## src/rtl/ram_port_arbiter_if.sv

```systemverilog
// Bus bundle between the pipeline stages, the arbiter and the single-port RAM.
// Ports (signals):
//   stage12_read / _address / _ready / _data_out : fetch read requester
//   stage3_read  / _address / _ready / _data_out : operand read requester
//   stage5_save / _address / _data_in / _ready   : store write requester
//   ram_write_enable / ram_address / ram_data_in / ram_data_out : RAM side
//   busy : arbiter has an access in flight
// Modports: slave = arbiter view, master = stages + RAM view.
interface ram_port_arbiter_if #(
  parameter int unsigned ADDR_W = 16,
  parameter int unsigned DATA_W = 8
);
  logic              stage12_read;
  logic [ADDR_W-1:0] stage12_read_address;
  logic              stage12_read_ready;
  logic [DATA_W-1:0] stage12_read_data_out;

  logic              stage3_read;
  logic [ADDR_W-1:0] stage3_read_address;
  logic              stage3_read_ready;
  logic [DATA_W-1:0] stage3_read_data_out;

  logic              stage5_save;
  logic [ADDR_W-1:0] stage5_save_address;
  logic [DATA_W-1:0] stage5_save_data_in;
  logic              stage5_save_ready;

  logic              ram_write_enable;
  logic [ADDR_W-1:0] ram_address;
  logic [DATA_W-1:0] ram_data_in;
  logic [DATA_W-1:0] ram_data_out;

  logic              busy;

  modport slave (
    input  stage12_read, stage12_read_address,
    output stage12_read_ready, stage12_read_data_out,
    input  stage3_read, stage3_read_address,
    output stage3_read_ready, stage3_read_data_out,
    input  stage5_save, stage5_save_address, stage5_save_data_in,
    output stage5_save_ready,
    output ram_write_enable, ram_address, ram_data_in,
    input  ram_data_out,
    output busy
  );

  modport master (
    output stage12_read, stage12_read_address,
    input  stage12_read_ready, stage12_read_data_out,
    output stage3_read, stage3_read_address,
    input  stage3_read_ready, stage3_read_data_out,
    output stage5_save, stage5_save_address, stage5_save_data_in,
    input  stage5_save_ready,
    input  ram_write_enable, ram_address, ram_data_in,
    output ram_data_out,
    input  busy
  );
endinterface

```

## src/rtl/ram_port_arbiter.sv

```systemverilog
// Shares one single-port synchronous RAM (registered read, 1-cycle write) between
// the stage12 fetch reader, the stage3 operand reader and the stage5 store writer.
// One access per IDLE -> ACCESS -> CAPTURE round; fixed priority stage5 > stage3 >
// stage12, with readers promoted to top priority after STARVE_LIMIT lost arbitrations.
// Ports:
//   ram_clk : clock, all logic on posedge
//   rst     : synchronous reset, active-low
//   bus     : ram_port_arbiter_if.slave (requests, readies, read data, RAM bus, busy)
module ram_port_arbiter #(
  parameter int unsigned ADDR_W       = 16,
  parameter int unsigned DATA_W       = 8,
  parameter int unsigned STARVE_LIMIT = 4
) (
  input  logic              ram_clk,
  input  logic              rst,
  ram_port_arbiter_if.slave bus
);

  localparam int unsigned    CNT_W  = (STARVE_LIMIT > 0) ? $clog2(STARVE_LIMIT + 1) : 1;
  localparam logic [CNT_W-1:0] LIMIT = CNT_W'(STARVE_LIMIT);

  localparam logic [1:0] ID_S12 = 2'd0;
  localparam logic [1:0] ID_S3  = 2'd1;
  localparam logic [1:0] ID_S5  = 2'd2;

  typedef enum logic [1:0] {
    ST_IDLE    = 2'd0,
    ST_ACCESS  = 2'd1,
    ST_CAPTURE = 2'd2
  } state_t;

  state_t             r_state,   w_state_nxt;
  logic [1:0]         r_win,     w_win_nxt;
  logic [2:0]         r_served,  w_served_nxt;   // {stage5, stage3, stage12}
  logic [CNT_W-1:0]   r_cnt3,    w_cnt3_nxt;
  logic [CNT_W-1:0]   r_cnt12,   w_cnt12_nxt;
  logic               r_we,      w_we_nxt;
  logic [ADDR_W-1:0]  r_addr,    w_addr_nxt;
  logic [DATA_W-1:0]  r_din,     w_din_nxt;
  logic               r_rdy12,   w_rdy12_nxt;
  logic               r_rdy3,    w_rdy3_nxt;
  logic               r_rdy5,    w_rdy5_nxt;
  logic [DATA_W-1:0]  r_d12,     w_d12_nxt;
  logic [DATA_W-1:0]  r_d3,      w_d3_nxt;
  logic               r_busy,    w_busy_nxt;

  logic [2:0] w_req;
  logic [2:0] w_elig;
  logic       w_prom3;
  logic       w_prom12;

  // The requester whose ready is high this cycle sits out this arbitration.
  assign w_req    = {bus.stage5_save, bus.stage3_read, bus.stage12_read};
  assign w_elig   = w_req & ~r_served;
  assign w_prom3  = (STARVE_LIMIT != 0) && w_elig[1] && (r_cnt3  >= LIMIT);
  assign w_prom12 = (STARVE_LIMIT != 0) && w_elig[0] && (r_cnt12 >= LIMIT);

  // Next-state and next-output logic.
  always_comb begin
    w_state_nxt  = r_state;
    w_win_nxt    = r_win;
    w_served_nxt = 3'b000;
    w_cnt3_nxt   = r_cnt3;
    w_cnt12_nxt  = r_cnt12;
    w_we_nxt     = 1'b0;
    w_addr_nxt   = r_addr;
    w_din_nxt    = r_din;
    w_rdy12_nxt  = 1'b0;
    w_rdy3_nxt   = 1'b0;
    w_rdy5_nxt   = 1'b0;
    w_d12_nxt    = r_d12;
    w_d3_nxt     = r_d3;

    case (r_state)
      ST_IDLE: begin
        if (|w_elig) begin
          if (w_prom3)        w_win_nxt = ID_S3;
          else if (w_prom12)  w_win_nxt = ID_S12;
          else if (w_elig[2]) w_win_nxt = ID_S5;
          else if (w_elig[1]) w_win_nxt = ID_S3;
          else                w_win_nxt = ID_S12;

          case (w_win_nxt)
            ID_S5: begin
              w_we_nxt   = 1'b1;
              w_addr_nxt = bus.stage5_save_address;
              w_din_nxt  = bus.stage5_save_data_in;
            end
            ID_S3:   w_addr_nxt = bus.stage3_read_address;
            default: w_addr_nxt = bus.stage12_read_address;
          endcase

          // A pending, eligible reader that loses this grant ages by one.
          if (w_win_nxt == ID_S3)             w_cnt3_nxt = '0;
          else if (w_elig[1] && r_cnt3 < LIMIT) w_cnt3_nxt = r_cnt3 + CNT_W'(1);
          if (w_win_nxt == ID_S12)             w_cnt12_nxt = '0;
          else if (w_elig[0] && r_cnt12 < LIMIT) w_cnt12_nxt = r_cnt12 + CNT_W'(1);

          w_state_nxt = ST_ACCESS;
        end
      end
      ST_ACCESS: w_state_nxt = ST_CAPTURE;
      ST_CAPTURE: begin
        // RAM read data is valid now; hand it to the winner and pulse its ready.
        w_state_nxt = ST_IDLE;
        case (r_win)
          ID_S5: begin
            w_rdy5_nxt   = 1'b1;
            w_served_nxt = 3'b100;
          end
          ID_S3: begin
            w_rdy3_nxt   = 1'b1;
            w_d3_nxt     = bus.ram_data_out;
            w_served_nxt = 3'b010;
          end
          default: begin
            w_rdy12_nxt  = 1'b1;
            w_d12_nxt    = bus.ram_data_out;
            w_served_nxt = 3'b001;
          end
        endcase
      end
      default: w_state_nxt = ST_IDLE;
    endcase

    if (!w_req[1]) w_cnt3_nxt  = '0;
    if (!w_req[0]) w_cnt12_nxt = '0;

    w_busy_nxt = (w_state_nxt != ST_IDLE);
  end

  // State and output registers.
  always_ff @(posedge ram_clk) begin
    if (!rst) begin
      r_state  <= ST_IDLE;
      r_win    <= ID_S12;
      r_served <= 3'b000;
      r_cnt3   <= '0;
      r_cnt12  <= '0;
      r_we     <= 1'b0;
      r_addr   <= '0;
      r_din    <= '0;
      r_rdy12  <= 1'b0;
      r_rdy3   <= 1'b0;
      r_rdy5   <= 1'b0;
      r_d12    <= '0;
      r_d3     <= '0;
      r_busy   <= 1'b0;
    end else begin
      r_state  <= w_state_nxt;
      r_win    <= w_win_nxt;
      r_served <= w_served_nxt;
      r_cnt3   <= w_cnt3_nxt;
      r_cnt12  <= w_cnt12_nxt;
      r_we     <= w_we_nxt;
      r_addr   <= w_addr_nxt;
      r_din    <= w_din_nxt;
      r_rdy12  <= w_rdy12_nxt;
      r_rdy3   <= w_rdy3_nxt;
      r_rdy5   <= w_rdy5_nxt;
      r_d12    <= w_d12_nxt;
      r_d3     <= w_d3_nxt;
      r_busy   <= w_busy_nxt;
    end
  end

  assign bus.stage12_read_ready    = r_rdy12;
  assign bus.stage12_read_data_out = r_d12;
  assign bus.stage3_read_ready     = r_rdy3;
  assign bus.stage3_read_data_out  = r_d3;
  assign bus.stage5_save_ready     = r_rdy5;
  assign bus.ram_write_enable      = r_we;
  assign bus.ram_address           = r_addr;
  assign bus.ram_data_in           = r_din;
  assign bus.busy                  = r_busy;

endmodule

```

## src/flat_wrapper.sv

```systemverilog
// flat-port wrapper written by rule: the top's interface ports become plain ports
module ram_port_arbiter_flat 
#(
  parameter int unsigned ADDR_W       = 16,
  parameter int unsigned DATA_W       = 8,
  parameter int unsigned STARVE_LIMIT = 4
)
  (ram_clk, rst, bus_stage12_read, bus_stage12_read_address, bus_stage12_read_ready, bus_stage12_read_data_out, bus_stage3_read, bus_stage3_read_address, bus_stage3_read_ready, bus_stage3_read_data_out, bus_stage5_save, bus_stage5_save_address, bus_stage5_save_data_in, bus_stage5_save_ready, bus_ram_write_enable, bus_ram_address, bus_ram_data_in, bus_ram_data_out, bus_busy);
  ram_port_arbiter_if #(.ADDR_W(ADDR_W), .DATA_W(DATA_W)) bus_i ();
  input  logic ram_clk;
  input  logic rst;
  input wire logic [$bits(bus_i.stage12_read)-1:0] bus_stage12_read;
  input wire logic [$bits(bus_i.stage12_read_address)-1:0] bus_stage12_read_address;
  output wire logic [$bits(bus_i.stage12_read_ready)-1:0] bus_stage12_read_ready;
  output wire logic [$bits(bus_i.stage12_read_data_out)-1:0] bus_stage12_read_data_out;
  input wire logic [$bits(bus_i.stage3_read)-1:0] bus_stage3_read;
  input wire logic [$bits(bus_i.stage3_read_address)-1:0] bus_stage3_read_address;
  output wire logic [$bits(bus_i.stage3_read_ready)-1:0] bus_stage3_read_ready;
  output wire logic [$bits(bus_i.stage3_read_data_out)-1:0] bus_stage3_read_data_out;
  input wire logic [$bits(bus_i.stage5_save)-1:0] bus_stage5_save;
  input wire logic [$bits(bus_i.stage5_save_address)-1:0] bus_stage5_save_address;
  input wire logic [$bits(bus_i.stage5_save_data_in)-1:0] bus_stage5_save_data_in;
  output wire logic [$bits(bus_i.stage5_save_ready)-1:0] bus_stage5_save_ready;
  output wire logic [$bits(bus_i.ram_write_enable)-1:0] bus_ram_write_enable;
  output wire logic [$bits(bus_i.ram_address)-1:0] bus_ram_address;
  output wire logic [$bits(bus_i.ram_data_in)-1:0] bus_ram_data_in;
  input wire logic [$bits(bus_i.ram_data_out)-1:0] bus_ram_data_out;
  output wire logic [$bits(bus_i.busy)-1:0] bus_busy;
  assign bus_i.stage12_read = bus_stage12_read;
  assign bus_i.stage12_read_address = bus_stage12_read_address;
  assign bus_stage12_read_ready = bus_i.stage12_read_ready;
  assign bus_stage12_read_data_out = bus_i.stage12_read_data_out;
  assign bus_i.stage3_read = bus_stage3_read;
  assign bus_i.stage3_read_address = bus_stage3_read_address;
  assign bus_stage3_read_ready = bus_i.stage3_read_ready;
  assign bus_stage3_read_data_out = bus_i.stage3_read_data_out;
  assign bus_i.stage5_save = bus_stage5_save;
  assign bus_i.stage5_save_address = bus_stage5_save_address;
  assign bus_i.stage5_save_data_in = bus_stage5_save_data_in;
  assign bus_stage5_save_ready = bus_i.stage5_save_ready;
  assign bus_ram_write_enable = bus_i.ram_write_enable;
  assign bus_ram_address = bus_i.ram_address;
  assign bus_ram_data_in = bus_i.ram_data_in;
  assign bus_i.ram_data_out = bus_ram_data_out;
  assign bus_busy = bus_i.busy;
  ram_port_arbiter #(.ADDR_W(ADDR_W), .DATA_W(DATA_W), .STARVE_LIMIT(STARVE_LIMIT)) u_core (.ram_clk(ram_clk), .rst(rst), .bus(bus_i));
endmodule
```

## config.mk

```make
export PLATFORM = sky130hd
export DESIGN_NAME = ram_port_arbiter_flat
export DESIGN_NICKNAME = d
export VERILOG_FILES = /design/src/rtl/ram_port_arbiter_if.sv /design/src/rtl/ram_port_arbiter.sv /design/src/flat_wrapper.sv
export SDC_FILE = /design/constraint.sdc
export NUM_CORES = 1
export LEC_CHECK = 0
export BUFFER_PORTS_ARGS = -buffer_cell sky130_fd_sc_hd__buf_2
export CAP_MARGIN = 10
export CORE_UTILIZATION = 47
export DETAILED_ROUTE_END_ITERATION = 10
export PLACE_DENSITY_LB_ADDON = 0.1
export SLEW_MARGIN = 20
export SYNTH_ARGS = -nofsm -noshare
export SYNTH_HDL_FRONTEND = slang
export SYNTH_SLANG_ARGS = --single-unit
```

## constraint.sdc

```tcl
create_clock -name ram_clk -period 2.39 [get_ports ram_clk]
set_input_delay 0.3585 -clock ram_clk [delete_from_list [all_inputs] [get_ports ram_clk]]
set_output_delay 0.3585 -clock ram_clk [all_outputs]
set_load 0.01 [all_outputs]
```

==> metrics.csv, run 1 <==
metric;value;unit
status;completed;
worst_pin_slew;0.631;ns
avgSynthCellArea;9.29;um2
grt-ovfl-total;0;
cp-end-kind;register;
start_kind;register;
power_density;585;nW/um2
syn-instance-count;283;
num_rows;26;
seq_area_frac_synth;41.9;%
place_congestion;0.774;
antenna_found_initial;0;
clk_latency;0.30;ns
worst_hold_path.endpoint;u_core.bus.stage12_read_data_out[7];
dieArea;5900;um2
setup_viol;0;
synth_cell_type_count;42;
grt_max_degree;50;
synth_edf_count;0;
synth_nets;358;
drtIter0Drc;121;
nFillCells;488;
clk_pin_slew;0.10;ns
p_leak;1.69;nW
drv_cap;0;
layout-area-overhead-vs-synth;27.5;%
postCtsSetupBuffers;0;
netlist.area_leader.share;41.9;%
cts_resized;0;
fin_ws;0.294;ns
numCtsBuffers;5;
vdd_drop_max;314;uV
design_area;3350;um2
fp.dieW;76.8;um
regArea;1100;um2
first_pass_iters;4;
cts_sinks;55;
drc_errors;0;
num-nets-final;464;
slew_violations;0;
via_per_inst;5.15;
num_io_pins;114;
avgRoutedWirePerCell;13.0;um
route.antenna.remaining_nets;0;
hold_path_startpoint;bus_ram_data_out[7];
cts_tree;built;
hold_viol;0;
path_max_fanout;18;
min_period;2.10;ns
synth_seq_cells;55;
hpwl;4350;um
reg2reg_from;u_core.r_served[0];
die_h;76.8;um
drive_above_1_share;34.4;%
ys_async_sr_fraction;0;%
core-area;5240;um2
clock.fmax;477;MHz
syn_area;2630;um2
timing.rr.end;u_core.bus.ram_data_in[1];
grt_pass1_wl;10200;um
synth_flop_cell;dfxtp_1;
grt_pass1_vias;2193;
r2r_slack;0.29;ns
criticalPathCategory;reg -> reg;
period_share;87.7;%
vias;2370;
yosysTopAreaCell;dfxtp_1;
cts-root-buf;clkbuf_8;
yosysWarnings;0;
antenna_cells;0;
grt_use_total;20.8;%
cts_buffer_depth;2;
hold_depth;3;
min_path_type;in -> reg;
cp_data_arrival_time;2.33;ns
rsz0062_at_grt;false;
start_util;50.2;%
r2r_cells;7;
preCtsSetupSlack;0.223;ns
worstPathRequired;2.62;ns
worst_slew_margin_rel;57.9;%
drt-total-wl;5960;um
final.setup_skew;0.00980;ns
cts.htree.levels;2;
dpl-instance-area;3260;um2
multi_input_area;1420;um2
netlist_top_cells_area;dfxtp_1, mux2i_1, a221o_1;
cts_hold_buf;0;
io_buffers;113;
fin_tns_setup;0;ns
==> placed cells by master (no fill, tap or decap), types with 2 or more instances in the layout <==
cell type / count
buf_2: 113
a21oi_1: 4
mux2i_1: 40
nand3_1: 19
a221o_1: 16
clkbuf_8: 5
nor4b_1: 2
nor2_1: 21
nand2b_1: 22
nand3b_1: 5
nand4_1: 2
ha_1: 6
nor2b_1: 3
dfxtp_1: 55
o21ai_0: 4
buf_4: 9
inv_1: 5
a31oi_1: 2
nand2_1: 33
==> report_power, final <==
group / switching [mW] / internal, mW / total (mW)
Combinational: 0.221 / 0.206 / 0.426
Clock: 0.309 / 0.211 / 0.520
Sequential: 0.0367 / 0.978 / 1.01
Total: 0.567 / 1.39 / 1.96
==> synth_stat cells, drive strengths merged, types with 2 or more instances <==
| cell type | instances |
|---|---|
| a21oi | 4 |
| a221o | 16 |
| a221oi | 2 |
| a31oi | 2 |
| buf | 9 |
| clkbuf | 14 |
| dfxtp | 55 |
| ha | 6 |
| inv | 5 |
| mux2i | 40 |
| nand2 | 33 |
| nand2b | 22 |
| nand3 | 19 |
| nand3b | 5 |
| nand4 | 2 |
| nor2 | 21 |
| nor2b | 3 |
| nor4b | 2 |
| o21ai | 5 |
| or4b | 2 |
==> layer usage <==
metal	vias up	share of wire (%)	GRT usage, %
met5	-	0	0
met4	0	0.45	4.04
met3	2	6.6	5.00
met2	79	46	35.3
met1	1068	47	26.6
li1	1221	-	-
==> worst max-delay path by stage <==
| stage | from | end | slack, ns | depth (start not counted) |
|---|---|---|---|---|
| 6_report | u_core.r_served[0] | u_core.bus.ram_data_in[1] | 0.29 | 7 |
| 5_1_grt | u_core.r_served[0] | u_core.bus.ram_data_in[1] | 0.11 | 7 |
| 4_1_cts | u_core.r_served[0] | u_core.bus.ram_data_in[1] | 0.28 | 7 |
| 3_5_place_dp | bus_stage12_read | u_core.bus.ram_data_in[1] | 0.22 | 8 |
| 3_3_place_gp | bus_stage12_read | u_core.bus.ram_data_in[6] | 0.31 | 8 |
| 2_1_floorplan | u_core.r_served[2] | u_core.bus.ram_address[6] | 0.45 | 9 |
==> kinds of logic (layout without fill, tap and decap cells) <==
group | count (synthesis) | in the layout | synth area share (%)
compound gates | 41 | 41 | 13.5
simple gates | 113 | 113 | 21.9
fa+ha+maj | 6 | 6 | 2.86
flops | 55 | 55 | 41.9
buf+inv | 28 | 135 | 4.66
mux | 40 | 40 | 15.2
==> registers in the layout, summed over array words and instances (netlist names), 2 cells and up <==
register,count
u_core.bus.stage12_read_data_out,8
u_core.r_cnt3,3
u_core.r_state,2
u_core.bus.ram_address,16
u_core.r_served,3
u_core.bus.ram_data_in,8
u_core.r_win,2
u_core.bus.stage3_read_data_out,8
u_core.r_cnt12,3
==> worst max-delay path, cell delays in order, from the launching register on <==
cell and delay [ns]:
dfxtp_1 0.37, nand3b_1 0.21, a21oi_1 0.20, nand2b_1 0.13
ha_1 0.14, buf_4 0.22, o311a_1 0.50, mux2i_1 0.24
==> metrics by stage <==
step	hold slack, ns	total power [mW]	utilization [%]	instances
floorplan	0.447	1.30	-	283
global placement	0.439	1.46	62.2	452
detailed placement	0.448	1.47	62.2	452
CTS	0.282	1.99	64.0	460
global route	0.288	2.08	64.0	460
finish	0.293	1.96	64.0	460
==> layout make-up <==
type / count / share of cell area, %
Clock buffer: 5 / 2.05
Clock inverter: 3 / 0.672
Inverter: 5 / 0.560
Multi-Input combinational cell: 200 / 42.3
Sequential cell: 55 / 32.9
Tap cell: 70 / 2.61
Timing Repair Buffer: 122 / 18.9
Note: power is estimated with default switching activity, not from simulation.
==> inputs of run 2 (changes only) <==
--- a/config.mk
+++ b/config.mk
@@ -7,6 +7,7 @@
 export LEC_CHECK = 0
 export BUFFER_PORTS_ARGS = -buffer_cell sky130_fd_sc_hd__buf_2
 export CAP_MARGIN = 10
+export CORE_ASPECT_RATIO = 0.7
 export CORE_UTILIZATION = 47
 export DETAILED_ROUTE_END_ITERATION = 10
 export PLACE_DENSITY_LB_ADDON = 0.1
==> metrics.csv, run 2 (synthesis results as in run 1) <==
metric;value;unit;change
status;completed;;
grt-ovfl-total;0;;unchanged
reg2reg_from;u_core.r_cnt12[2];;
core-area;5310;um2;+1.4%
cts_resized;0;;unchanged
p_int;1.40;mW;+0.28%
p_total;1.96;mW;about the same
num_io_pins;114;;unchanged
rsz0062_at_grt;false;;
clk_pin_slew;0.10;ns;about the same
min_period;2.09;ns;-0.00380 ns
cts_buffer_depth;2;;unchanged
regArea;1100;um2;unchanged
place_congestion;0.793;;+2.5%
cts_sinks;55;;unchanged
drc_errors;0;;unchanged
p_leak;1.68;nW;-0.41%
cts_hold_buf;0;;unchanged
vias;2400;;+1.3%
cts.htree.levels;2;;unchanged
clkPwrFrac;26.1;%;-0.4 points
swShare;28.6;%;-0.26 points
period_share;87.5;%;-0.16 points
grt_pass1_vias;2195;;+0.091%
preCtsSetupSlack;0.241;ns;+0.0182 ns
start_util;49.5;%;-0.71 points
multi_input_area;1420;um2;unchanged
fin_tns_setup;0;ns;unchanged
drv_cap;0;;unchanged
worst_pin_slew;0.656;ns;+0.0245 ns
start_kind;register;;
numCtsBuffers;5;;unchanged
via_per_inst;5.21;;+1.0%
drt-total-wl;6010;um;+0.86%
min_path_type;in -> reg;;
cts_tree;built;;
hold_viol;0;;unchanged
fp.dieW;91.4;um;+19%
slew_violations;0;;unchanged
met1_usage;29.4;%;+2.8 points
grtUsageMet3;4.46;%;-0.54 points
avgRoutedWirePerCell;13.0;um;+0.64%
antenna_cells;0;;unchanged
grt_max_degree;42;;-16%
p_sw;561;uW;-0.99%
cts-root-buf;clkbuf_8;;
grt-busiest-layer;met2;;
vdd_drop_max;307;uV;-2.2%
layout-area-overhead-vs-synth;27.7;%;
clock.fmax;478;MHz;+0.18%
met2_usage;33.3;%;-2.0 points
drtIter0Drc;108;;-11%
criticalPathCategory;reg -> reg;;
fin_ws;0.298;ns;+0.00380 ns
largest_reg_flops;16;;unchanged
num-nets-final;463;;-0.22%
die_h;64.6;um;-16%
antenna_found_initial;0;;unchanged
pwr-share-comb;22.0;%;+0.3 points
dp.cells;453;;+0.22%
grt_use_total;21.1;%;+0.33 points
io_buffers;113;;unchanged
route.antenna.remaining_nets;0;;unchanged
postCtsSetupBuffers;0;;unchanged
hpwl;4440;um;+2.1%
power_density;584;nW/um2;-0.23%
worstPathRequired;2.63;ns;about the same
pwr-share-seq;51.8;%;about the same
final_cells;461;;+0.22%
nFillCells;474;;-2.9%
cp_data_arrival_time;2.33;ns;about the same
path_max_fanout;18;;unchanged
grt_pass1_wl;10100;um;-0.54%
layout_common_cells;buf_2, dfxtp_1, mux2i_1;;
cp-end-kind;register;;
clk_latency;0.30;ns;about the same
num_rows;22;;-15%
final_common_cell;buf_2;;
whs;0.293;ns;+0.000172 ns
cp-startpoint;u_core.r_cnt12[2];;
worst_slew_margin_rel;55.7;%;-2.2 points
first_pass_iters;4;;unchanged
drive_above_1_share;33.9;%;-0.43 points
dieArea;5900;um2;about the same
setup_viol;0;;unchanged
final.setup_skew;0.00840;ns;-0.00140 ns
hold_path_startpoint;bus_ram_data_out[4];;
run 2: power by group through the flow:
stage / registers [mW] / logic (mW) / clock network [mW]
after floorplan: 1.05 / 0.249 / 0
after global routing: 1.02 / 0.478 / 0.569
final: 1.02 / 0.431 / 0.512
after global placement: 1.03 / 0.431 / 0
after detailed placement: 1.04 / 0.433 / 0
after CTS: 1.02 / 0.435 / 0.531
run 2: worst paths after layout:
kind,to,slack [ns],depth (start not counted)
max,u_core.bus.ram_data_in[1],0.30,7
min,u_core.bus.stage12_read_data_out[4],0.29,3
max reg2reg,u_core.bus.ram_data_in[1],0.30,7
min reg2reg,u_core.bus.ram_address[8],0.46,2
run 2: cell type report:
class                           count  share of cell area, %
Multi-Input combinational cell    200                   42.3
Tap cell                           72                   2.68
Timing Repair Buffer              121                   19.0
Clock inverter                      2                  0.485
Inverter                            5                  0.559
Clock buffer                        6                   2.16
Sequential cell                    55                   32.8
run 2: critical path, cell delays in order (launching register included):
cell and delay (ns):
dfxtp_1 0.44, nand3b_1 0.16, a21oi_1 0.20, nand2b_1 0.12
ha_1 0.13, buf_4 0.23, o311a_1 0.50, mux2i_1 0.24
run 2: metal layers:
| metal | vias to the layer above | wire length [um] |
|---|---|---|
| li1 | 1224 | - |
| met2 | 73 | 2610 |
| met3 | 5 | 335 |
| met4 | 0 | 36 |
| met1 | 1098 | 3030 |
| met5 | - | 0 |
run 2: per-stage QoR:
| step | instance area (um2) | util, % |
|---|---|---|
| CTS | 3360 | 63.2 |
| detailed placement | 3270 | 61.5 |
| global placement | 3270 | 61.5 |
| finish | 3360 | 63.2 |
| global route | 3360 | 63.2 |
| floorplan | 2630 | - |
